==> src/rtl/pattern_pkg.sv <==
// Shared constants for the VGA pattern path: scheduler states, speed codes,
// generator indices and the RGB channel width.
package pattern_pkg;

   localparam logic [0:0] ST_RUN   = 1'b0;
   localparam logic [0:0] ST_BLANK = 1'b1;

   typedef logic [1:0] speed_t;

   localparam speed_t SPD_1     = 2'd0;
   localparam speed_t SPD_2     = 2'd1;
   localparam speed_t SPD_4     = 2'd2;
   localparam speed_t SPD_PAUSE = 2'd3;

   localparam logic [2:0] PAT_CHECKER  = 3'd0;
   localparam logic [2:0] PAT_BARS     = 3'd1;
   localparam logic [2:0] PAT_GRADIENT = 3'd2;
   localparam logic [2:0] PAT_GRID     = 3'd3;

   localparam int unsigned RGB_W = 6;

   // Bits of the frame divider that are live for a given speed code.
   function automatic logic [1:0] speed_mask(input speed_t spd);
      case (spd)
         SPD_1:   speed_mask = 2'b00;
         SPD_2:   speed_mask = 2'b01;
         default: speed_mask = 2'b11;
      endcase
   endfunction

endpackage

==> src/rtl/pattern_scheduler_frame_rate_div.sv <==
// Frame-rate divider: emits an advance strobe on every 1st/2nd/4th enabled
// frame tick, or never while paused.
module frame_rate_div
   import pattern_pkg::*;
(
   input  logic   clk,
   input  logic   rst_n,
   input  logic   tick_i,
   input  speed_t speed_i,
   input  logic   en_i,
   input  logic   clr_i,
   output logic   adv_o
);

   logic [1:0] div_q;
   logic [1:0] div_d;
   logic [1:0] div_m;

   // Masking by the current speed lets a rate change take effect on the very next tick.
   always_comb begin
      div_m = div_q & speed_mask(speed_i);
      div_d = div_q;
      adv_o = 1'b0;
      if (clr_i) begin
         div_d = '0;
      end else if (en_i && tick_i && (speed_i != SPD_PAUSE)) begin
         adv_o = (div_m == 2'd0);
         div_d = (div_m + 2'd1) & speed_mask(speed_i);
      end
   end

   always_ff @(posedge clk or negedge rst_n) begin
      if (!rst_n) begin
         div_q <= '0;
      end else begin
         div_q <= div_d;
      end
   end

endmodule

==> src/rtl/pattern_scheduler.sv <==
// Frame-level controller selecting the active pattern generator, issuing
// advance pulses and blanking the screen across pattern switches.
module pattern_scheduler
   import pattern_pkg::*;
#(
   parameter int unsigned NUM_PATTERNS = 4,
   parameter int unsigned DWELL_FRAMES = 240,
   parameter int unsigned BLANK_FRAMES = 2
) (
   input  logic       clk,
   input  logic       rst_n,
   input  logic [9:0] x,
   input  logic [9:0] y,
   input  logic       btn_next,
   input  logic       auto_en,
   input  logic [1:0] speed,
   output logic       next_frame,
   output logic [2:0] pattern_sel,
   output logic       blank
);

   localparam int unsigned DW = $clog2(DWELL_FRAMES);
   localparam int unsigned BW = $clog2(BLANK_FRAMES + 1);

   localparam logic [DW-1:0] DWELL_LAST = DW'(DWELL_FRAMES - 1);
   localparam logic [DW-1:0] DWELL_ONE  = DW'(1);
   localparam logic [BW-1:0] BLANK_LAST = BW'(BLANK_FRAMES - 1);
   localparam logic [BW-1:0] BLANK_ONE  = BW'(1);
   localparam logic [2:0]    PAT_LAST   = 3'(NUM_PATTERNS - 1);

   logic [0:0]    state_q, state_d;
   logic [DW-1:0] dwell_q, dwell_d;
   logic [BW-1:0] bcnt_q, bcnt_d;
   logic [2:0]    pat_q, pat_d;
   logic          pend_q, pend_d;
   logic          btn_q;
   logic          nf_q;
   logic          blank_q, blank_d;

   logic frame_tick;
   logic btn_edge;
   logic run;
   logic switch_req;
   logic adv;

   assign frame_tick = (x == 10'd0) && (y == 10'd0);
   assign btn_edge   = btn_next & ~btn_q;
   assign run        = (state_q == ST_RUN);
   assign switch_req = pend_q | btn_edge | (auto_en && (dwell_q == DWELL_LAST));

   frame_rate_div u_div (
      .clk     (clk),
      .rst_n   (rst_n),
      .tick_i  (frame_tick),
      .speed_i (speed),
      .en_i    (run & ~switch_req),
      .clr_i   (~run),
      .adv_o   (adv)
   );

   always_comb begin
      state_d = state_q;
      dwell_d = dwell_q;
      bcnt_d  = bcnt_q;
      pat_d   = pat_q;
      pend_d  = pend_q | btn_edge;
      if (run) begin
         if (frame_tick) begin
            if (switch_req) begin
               pat_d   = (pat_q == PAT_LAST) ? 3'd0 : pat_q + 3'd1;
               pend_d  = 1'b0;
               dwell_d = '0;
               bcnt_d  = '0;
               state_d = ST_BLANK;
            end else if (dwell_q != DWELL_LAST) begin
               dwell_d = dwell_q + DWELL_ONE;
            end
         end
      end else begin
         dwell_d = '0;
         if (frame_tick) begin
            if (bcnt_q == BLANK_LAST) begin
               state_d = ST_RUN;
            end else begin
               bcnt_d = bcnt_q + BLANK_ONE;
            end
         end
      end
      blank_d = (state_d == ST_BLANK);
   end

   always_ff @(posedge clk or negedge rst_n) begin
      if (!rst_n) begin
         state_q <= ST_RUN;
         dwell_q <= '0;
         bcnt_q  <= '0;
         pat_q   <= '0;
         pend_q  <= 1'b0;
         btn_q   <= 1'b0;
         nf_q    <= 1'b0;
         blank_q <= 1'b0;
      end else begin
         state_q <= state_d;
         dwell_q <= dwell_d;
         bcnt_q  <= bcnt_d;
         pat_q   <= pat_d;
         pend_q  <= pend_d;
         btn_q   <= btn_next;
         nf_q    <= adv;
         blank_q <= blank_d;
      end
   end

   assign next_frame  = nf_q;
   assign pattern_sel = pat_q;
   assign blank       = blank_q;

endmodule

==> config.mk <==
export PLATFORM = sky130hd
export DESIGN_NAME = pattern_scheduler
export DESIGN_NICKNAME = d
export VERILOG_FILES = /design/src/rtl/pattern_pkg.sv /design/src/rtl/pattern_scheduler_frame_rate_div.sv /design/src/rtl/pattern_scheduler.sv
export SDC_FILE = /design/constraint.sdc
export NUM_CORES = 1
export LEC_CHECK = 0
export ABC_CLOCK_PERIOD_IN_PS = 4600
export CAP_MARGIN = 20
export CORE_MARGIN = 1
export CORE_UTILIZATION = 50
export DETAILED_ROUTE_END_ITERATION = 10
export MAX_ROUTING_LAYER = met4
export PLACE_DENSITY = 0.86
export SLEW_MARGIN = 40
export SYNTH_ARGS = -nofsm -noshare
export SYNTH_HDL_FRONTEND = slang
export SYNTH_HIERARCHICAL = 1
export SYNTH_SLANG_ARGS = --single-unit
==> constraint.sdc <==
create_clock -name clk -period 4.6 [get_ports clk]
set_input_delay 0.92 -clock clk [delete_from_list [all_inputs] [get_ports clk]]
set_output_delay 0.92 -clock clk [all_outputs]
set_load 0.05 [all_outputs]
### After elaboration in Yosys (flattened, before gate mapping)

Cells that the tools add are included.

| word-level totals | value |
|---|---|
| latch bits | 0 |
| logic and storage cells | 68 |
| ROM bits | 0 |
| memories | 0 |
| bits in registers | 19 |
| memory bits (writable) | 0 |

| operators by class | value |
|---|---|
| muxes and demuxes | 25 |
| magnitude comparators | 0 |
| bitwise operators | 9 |
| shift operators | 0 |
| $add $sub $neg | 4 |
| reductions and logical operators | 15 |
| equality and inequality tests | 7 |
| multiply operators | 0 |
| divide/modulo/power cells | 0 |

Operators with widths:

| kind | count |
|---|---|
| $mux W8 | 4 |
| $logic_not A10 Y1 | 2 |
| $mux W2 | 9 |
| $mux W1 | 10 |
| $add A8 B1 Y8 const B | 1 |
| $eq A8 B8 Y1 const B | 1 |
| $ne A8 B8 Y1 const B | 1 |
| $reduce_and A3 Y1 | 2 |
| $reduce_bool A2 Y1 | 3 |
| $add A2 B1 Y2 const B | 2 |
| $and A2 B2 Y2 | 2 |
| $eq A2 B1 Y1 const B | 2 |
| $logic_and A1 B1 Y1 | 4 |
| $logic_not A2 Y1 | 2 |
| $ne A2 B2 Y1 const B | 2 |
| $pmux W2 S2 | 1 |
| $add A3 B1 Y3 const B | 1 |
| $eq A3 B2 Y1 const B | 1 |
| $mux W3 | 1 |
| $not A1 Y1 | 3 |
| $reduce_bool A3 Y1 | 1 |
| $and A1 B1 Y1 | 2 |
| $or A1 B1 Y1 | 2 |
| $reduce_and A2 Y1 | 1 |

### Longest topological paths before layout

| logic depth | value |
|---|---|
| word-level depth | 13 |
| gate-level depth with buffers | 8 |
| mapped depth without buffers | 8 |

### Cells and area by module

The synthesis kept the hierarchy.

By module, submodules not included:

| module | sequential area each (µm²) | instances | cells an instance | area an instance (µm²) |
|---|---|---|---|---|
| pattern_scheduler | 425.4 | 1 | 91 | 947.2 |
| frame_rate_div | 50.0 | 1 | 20 | 167.7 |

### Least setup slack after synthesis

OpenSTA, ideal clock, no wires.

| timing | value |
|---|---|
| path type | input -> register |
| from | in y[4] |
| to | reg u_div.div_q[0] |
| required time | 4513 ps |
| arrival time | 2313 ps |
| buffers on the path | 0 |
| cell stages on the path | 7 |
| library setup time | 87 ps |
| slack | 2201 ps |
| cells stage by stage | nor4_1 > nand3_1 > or2_4 > inv_2 > nand2_2 > or4b_1 > a31oi_1 |

| between the ends | value |
|---|---|
| longest elaborated chain between the ends | 5 |

Ends and longest elaborated chain:

| what | RTL line | RTL |
|---|---|---|
| start: declaration | pattern_scheduler.sv:13 | `input logic [9:0] y,` |
| $logic_not A10 Y1 | pattern_scheduler.sv:46 | `assign frame_tick = (x == 10'd0) && (y == 10'd0);` |
| $logic_and A1 B1 Y1 | pattern_scheduler.sv:46 |  |
| named net frame_tick | pattern_scheduler.sv:40 | `logic frame_tick;` |
| $logic_and A1 B1 Y1 (2 in a row) | pattern_scheduler_frame_rate_div.sv:26 | `end else if (en_i && tick_i && (speed_i != SPD_PAUSE)) begin` |
| $reduce_bool A2 Y1 (no line) | -- |  |
| end signal: assignment | pattern_scheduler_frame_rate_div.sv:36 | `div_q <= div_d;` |
| end: declaration | pattern_scheduler_frame_rate_div.sv:15 | `logic [1:0] div_q;` |

The timed path passes the listed nets, and every way through them passes these cells.
A chain may end at the register's enable or synchronous reset.

### Final worst setup path

| timing | value |
|---|---|
| from | reg blank_q (netlist: blank) |
| to | out blank |

RTL lines:

| what | RTL line | RTL |
|---|---|---|
| start: declaration | pattern_scheduler.sv:38 | `logic blank_q, blank_d;` |
| start signal: assignment | pattern_scheduler.sv:110 | `blank_q <= blank_d;` |
| end: declaration | pattern_scheduler.sv:19 | `output logic blank` |

No word-level cell between the ends.

==> impl_metrics.yaml <==
final_layout:
  final_net_count: 174
  final_design_area_no_fill_sq_mm: 0.00145
  antenna_cells_inserted: 0
  area_growth_syn_to_layout_pct: 30.4
  fraction_of_layout_instances_using_a_drive_strength_above_1: 0.126
yosys:
  yosys_register_bits: 19
  netlist.area_leader.share: 0.426
  most_instantiated_library_cell_after_synthesis: "dfrtp_1"
  synth.distinct_cells: 40
  synth_edf_count: 0
  synth_xor_xnor_area_share: 0
  synthMuxAreaShare: 0.0303
  netlist_area_sq_mm: 0.00111
  compound_gate_portion_of_the_synthesized_area: 0.189
  post_synth_adder_cell_area: 0.0449
  synth.top_cells.by_area: "dfrtp_1 43%, ha_1 4.5%, nor4_1 4.5%, a211o_1 3.9%, nand2_1 3.7%"
  yosys-top-cells-count: "19 x dfrtp_1, 11 x nand2_1, 8 x nor4_1"
  yosys.area_share.simple: 0.265
  ys_warn_count: 6
  synth_area_leader_cell: "dfrtp_1"
  post_synth_inst_count: 111
  syn_nets: 141
  synth_top_family_by_area: "simple AND/OR/NAND/NOR gates"
  main_flop_type_after_synthesis: "dfrtp_1"
  synth_async_sr_flop_share: 1.00
  seq_area_frac_synth: 0.426
  post_synth.cell_area_avg_sq_um: 10.0
cts:
  numCtsBuffers: 3
  holdBufCountCts: 0
  cts_max_level: 1
  clk_latency_ns: 0.30
  postCtsResizedCells: 0
  clock_tree.root_cell: "clkbuf_4"
  cts_num_sinks: 19
  cts_tree: "built"
  clock_path_buffers: 2
  post_cts_buffers: 0
  cts.clk_slew.worst_paths_ns: 0.10
placement:
  postPlaceCellArea_sq_mm: 0.00143
  routabilityCongestion: 0.862
  placement.io_buffers: 30
  dp_hpwl_um: 1940
floorplan:
  design.core.area_sq_mm: 0.00202
  floorplan.initialDensity: 0.551
  row_count: 16
  fp.dieW_um: 49.2
  die-height_um: 49.2
  die_footprint_sq_mm: 0.00242
  top_level_ports: 31
setup_path:
  timing.critical_path.max_delay_family: "buffers and inverters"
  timing.critical_path.buf_inv: 1
  slowest_stage: "clkdlybuf4s50_1"
  worstSetupEndpointType: "output port"
  worstPathArrival_ns: 1.89
  worst-path-max-fanout: 15
  reg2reg_from: "blank$_DFF_PN0_"
  crit_path_cell_trace: "clkdlybuf4s50_1"
  r2r_setup_slack_ns: 2.43
  crit_type: "flop to output port"
  critical_path_cell_count: 1
  regToRegEndpoint: "u_div/div_q[0]$_DFFE_PN0P_"
  crit_path_start: "blank$_DFF_PN0_"
  cpPeakStageDelay_ns: 0.91
  critPathLaunchType: "flop"
  cp_data_required_time_ns: 3.68
  crit_path_end: "blank"
  r2r.worst_path.cells: 6
routing:
  drt_pre_antenna_iters: 4
  postRouteWirelength_um: 2500
  vias: 1010
  drtAntennaViolNets: 0
  drc: 0
  routed_via_density: 5.94
  first_iter_violations: 13
  post_drt_wl_per_cell_um: 14.7
timing:
  rsz_0062_raised_after_global_routing: "no"
  tightest_slew_ns: 0.520
  setup_violations: 0
  report.final.hold_viol_count: 0
  timing.fmax_mhz: 356
  hold_worst_slack_ns: 0.521
  max-slew-margin-rel: 0.653
  drv_slew: 0
  setup_tns_ns: 0
  period_needed_ns: 2.81
  fin_skew_ns: 0.00435
  fin_crit_sh: 0.611
global_routing:
  grt_pass1_vias: 1023
  grt_antenna_before_repair: 0
  maximum_number_of_pins_on_one_net_before_global_route_repair: 20
  globalRoute.totalOverflow: 0
  track_usage: 0.248
  grt_pass1_wl_um: 4420
hold_path:
  holdCritPathClass: "flop to flop"
  holdCritStartpoint: "pattern_sel[1]$_DFFE_PN0P_"
run_status:
  run_status: "finished clean"
pwr:
  p_leak_nw: 0.648
  cellPowerDensity_mw_per_mm2: 200
  vdd_drop_max_mv: 0.197
job:
  cap_violations: 0
[stage by stage]
| step | setup WS [ns] | util | total power (W) | instances |
|---|---|---|---|---|
| 2_1_floorplan | 2.20 | - | 0.000183 | 111 |
| 3_5_place_dp | 1.56 | 0.709 | 0.000212 | 166 |
| 5_1_grt | 1.69 | 0.719 | 0.000304 | 170 |
| 4_1_cts | 1.78 | 0.722 | 0.000293 | 170 |
| 6_report | 1.79 | 0.719 | 0.000290 | 170 |
| 3_3_place_gp | 1.68 | 0.709 | 0.000209 | 166 |
[layout make-up]
type,instances,area [sq um]
clock buffer,4,26.3
fill,142,568
inverter,9,33.8
multi-input combinational,81,589
sequential,19,475
tap,27,33.8
timing repair buffer,30,295
[power breakdown]
part           leakage, nW  internal, W  switching, W
clock               0.0150    0.0000338     0.0000490
sequential           0.247     0.000170    0.00000289
combinational        0.386    0.0000232     0.0000118
total                0.648     0.000227     0.0000637
[state kept, by name, indices dropped and copies added (netlist names)]
| name | count |
|---|---|
| dwell_q | 8 |
| pattern_sel | 3 |
| bcnt_q | 2 |
| u_div/div_q | 2 |
| blank | 1 |
| btn_q | 1 |
| next_frame | 1 |
| pend_q | 1 |
[layer usage]
| metal | vias to the layer above | share of wire | GRT usage |
|---|---|---|---|
| met1 | 492 | 0.42 | 0.280 |
| met2 | 34 | 0.52 | 0.413 |
| li1 | 478 | - | - |
| met5 | - | 0 | - |
| met4 | 0 | 0.015 | 0.0931 |
| met3 | 6 | 0.046 | 0.0717 |
[cell families after synthesis]
kind of cell | Yosys count
AOI/OAI and AO/OA | 27
adders and majority gates | 4
buffers and inverters | 11
DFF | 19
muxes | 3
and+or+nand+nor | 47
[worst min path at each step]
stage | endpoint | slack, ns | depth (start not counted)
2_1_floorplan | bcnt_q[1]$_DFFE_PN0P_ | 0.49 | 1
3_3_place_gp | pattern_sel[1]$_DFFE_PN0P_ | 0.50 | 1
3_5_place_dp | pattern_sel[1]$_DFFE_PN0P_ | 0.51 | 1
4_1_cts | pattern_sel[1]$_DFFE_PN0P_ | 0.53 | 1
5_1_grt | pattern_sel[1]$_DFFE_PN0P_ | 0.55 | 1
6_report | pattern_sel[1]$_DFFE_PN0P_ | 0.52 | 1
[layout by cell type, fill, tap and decap left out, types with 3 or more instances in the layout]
| cell | n |
|---|---|
| nor4_1 | 8 |
| o21ai_0 | 5 |
| dfrtp_1 | 19 |
| nand3_1 | 5 |
| clkbuf_4 | 3 |
| and3_1 | 4 |
| inv_1 | 7 |
| nand2_1 | 11 |
| a21oi_1 | 4 |
| a211o_1 | 5 |
| nor2_1 | 4 |
| ha_1 | 4 |
| clkdlybuf4s50_1 | 29 |
(Power assumes the default switching activity.)
==> edit, RTL diff (same flow settings) <==
The parameter `BLANK_FRAMES` goes from 2 to 4.
--- a/src/rtl/pattern_scheduler.sv
+++ b/src/rtl/pattern_scheduler.sv
@@ -7,3 +7,3 @@
    parameter int unsigned DWELL_FRAMES = 240,
-   parameter int unsigned BLANK_FRAMES = 2
+   parameter int unsigned BLANK_FRAMES = 4
 ) (
Function: changed (Yosys sat finds a counterexample within 4 cycles, from zero or initial values and one cycle with rst_n low).
==> edit against the original RTL <==
Synthesized cell count grew 11%; cell count grew 7.1%; final area grew 5.7%; routed wire length grew 8.6%; sequential cell count grew 1; critical path type unchanged; largest cell class unchanged; synthesized area grew 6.6%; power grew 10%; worst setup slack lost 110 ps.
==> edit: results <==
[status]
outcome = "finished clean"

[drt]
met1_length_um = 1043
drtIter0Drc = 25
wl_met3_um = 147
dr.pass1.iters = 4
wl_met2_um = 1487
viasPerCell = 5.995
routed_wl_um = 2713
routedWlPerCell_um = 14.91

[power]
powerDensity_nw_per_um2 = 208.7
ir_drop_mv = 0.1404
p_int_mw = 0.2499
p_leak_nw = 0.6250
p_comb_share_pct = 11.2
p_clk_mw = 0.104

[grt]
grt.total_usage_pct = 24.70
grt_use_met3_pct = 3.030
grt_max_degree = 21
antenna_found_initial = 0
use_met2_pct = 46.89
grt_pass1_wl_um = 4547
grt_pass1_vias = 1076
grtUsageMet1_pct = 25.86

[logic_synthesis]
syn_avg_cell_area_sq_um = 9.664
synth_commonest_cells = "dfrtp_1, inv_1, nand2_1, nand3_1, o21ai_0"
synth_nets = 154
yosysUniqueCellTypes = 41
seq_area_frac_synth_pct = 42.11
synth_area_leaders = "dfrtp_1, ha_1, nand3_1, inv_1, nor4_1"

[worst_hold_path]
hold_path.class = "reg -> reg"

[worst_setup_path]
critPathSlowestCell = "clkdlybuf4s50_1"
crit_fanout = 17
r2r_cells = 7
critical_path_arrival_ps = 2000
critical_path.max_stage_delay_ps = 930

[floorplan]
rows = 17

[placement]
routabilityCongestion = 0.9144
placed_area_sq_um = 1500
dpl_worst_slack_ps = 1524
dp_cells = 178
dp_hpwl_um = 2057

[layout]
multi_input_gates = 89
nets = 186
multi_input_area_sq_um = 625.6
multi_input_area_share_pct = 40.72
drive_above_1_share_pct = 9.091
nonClockInverterCount = 11
num-fill-cells = 169
clockNetworkAreaShare_pct = 2.362
buf_share_pct = 19.22
seqCellArea_sq_um = 500.5

[flow_run]
cap_violations = 0

[timing]
drv_slew = 0
worst_slew_pin_slew_ps = 630.0
fin_skew_ps = 2.910

[clocking]
clock-sinks = 20
h-tree-depth = 1
-- edit: cell count changes after synthesis, moves of 3 or more --
| cell | delta |
|---|---|
| a211o_1 | -5 |
| a31oi_1 | +4 |
| inv_1 | +3 |
| nand2_1 | -3 |
| nand3_1 | +3 |
| o21ai_1 | +3 |
| o311ai_1 | +3 |
-- edit: final timing paths --
path,to,from,slack [ps]
worst max-delay path,blank,blank,1680
worst min-delay path,dwell_q[7],dwell_q[7],500
worst max register to register,u_div/div_q[0],dwell_q[0],2140
worst min register to register,dwell_q[7],dwell_q[7],500
max in group asynchronous,pend_q,rst_n,3730
min in group asynchronous,dwell_q[6],rst_n,540
-- edit: logic make-up after synthesis --
group / count (synthesis) / synth area share [%]
AOI/OAI and AO/OA: 35 / 21.58
adders and majority gates: 5 / 5.263
buffers and inverters: 14 / 5.264
DFF: 20 / 42.11
muxes: 3 / 2.737
and+or+nand+nor: 46 / 23.05
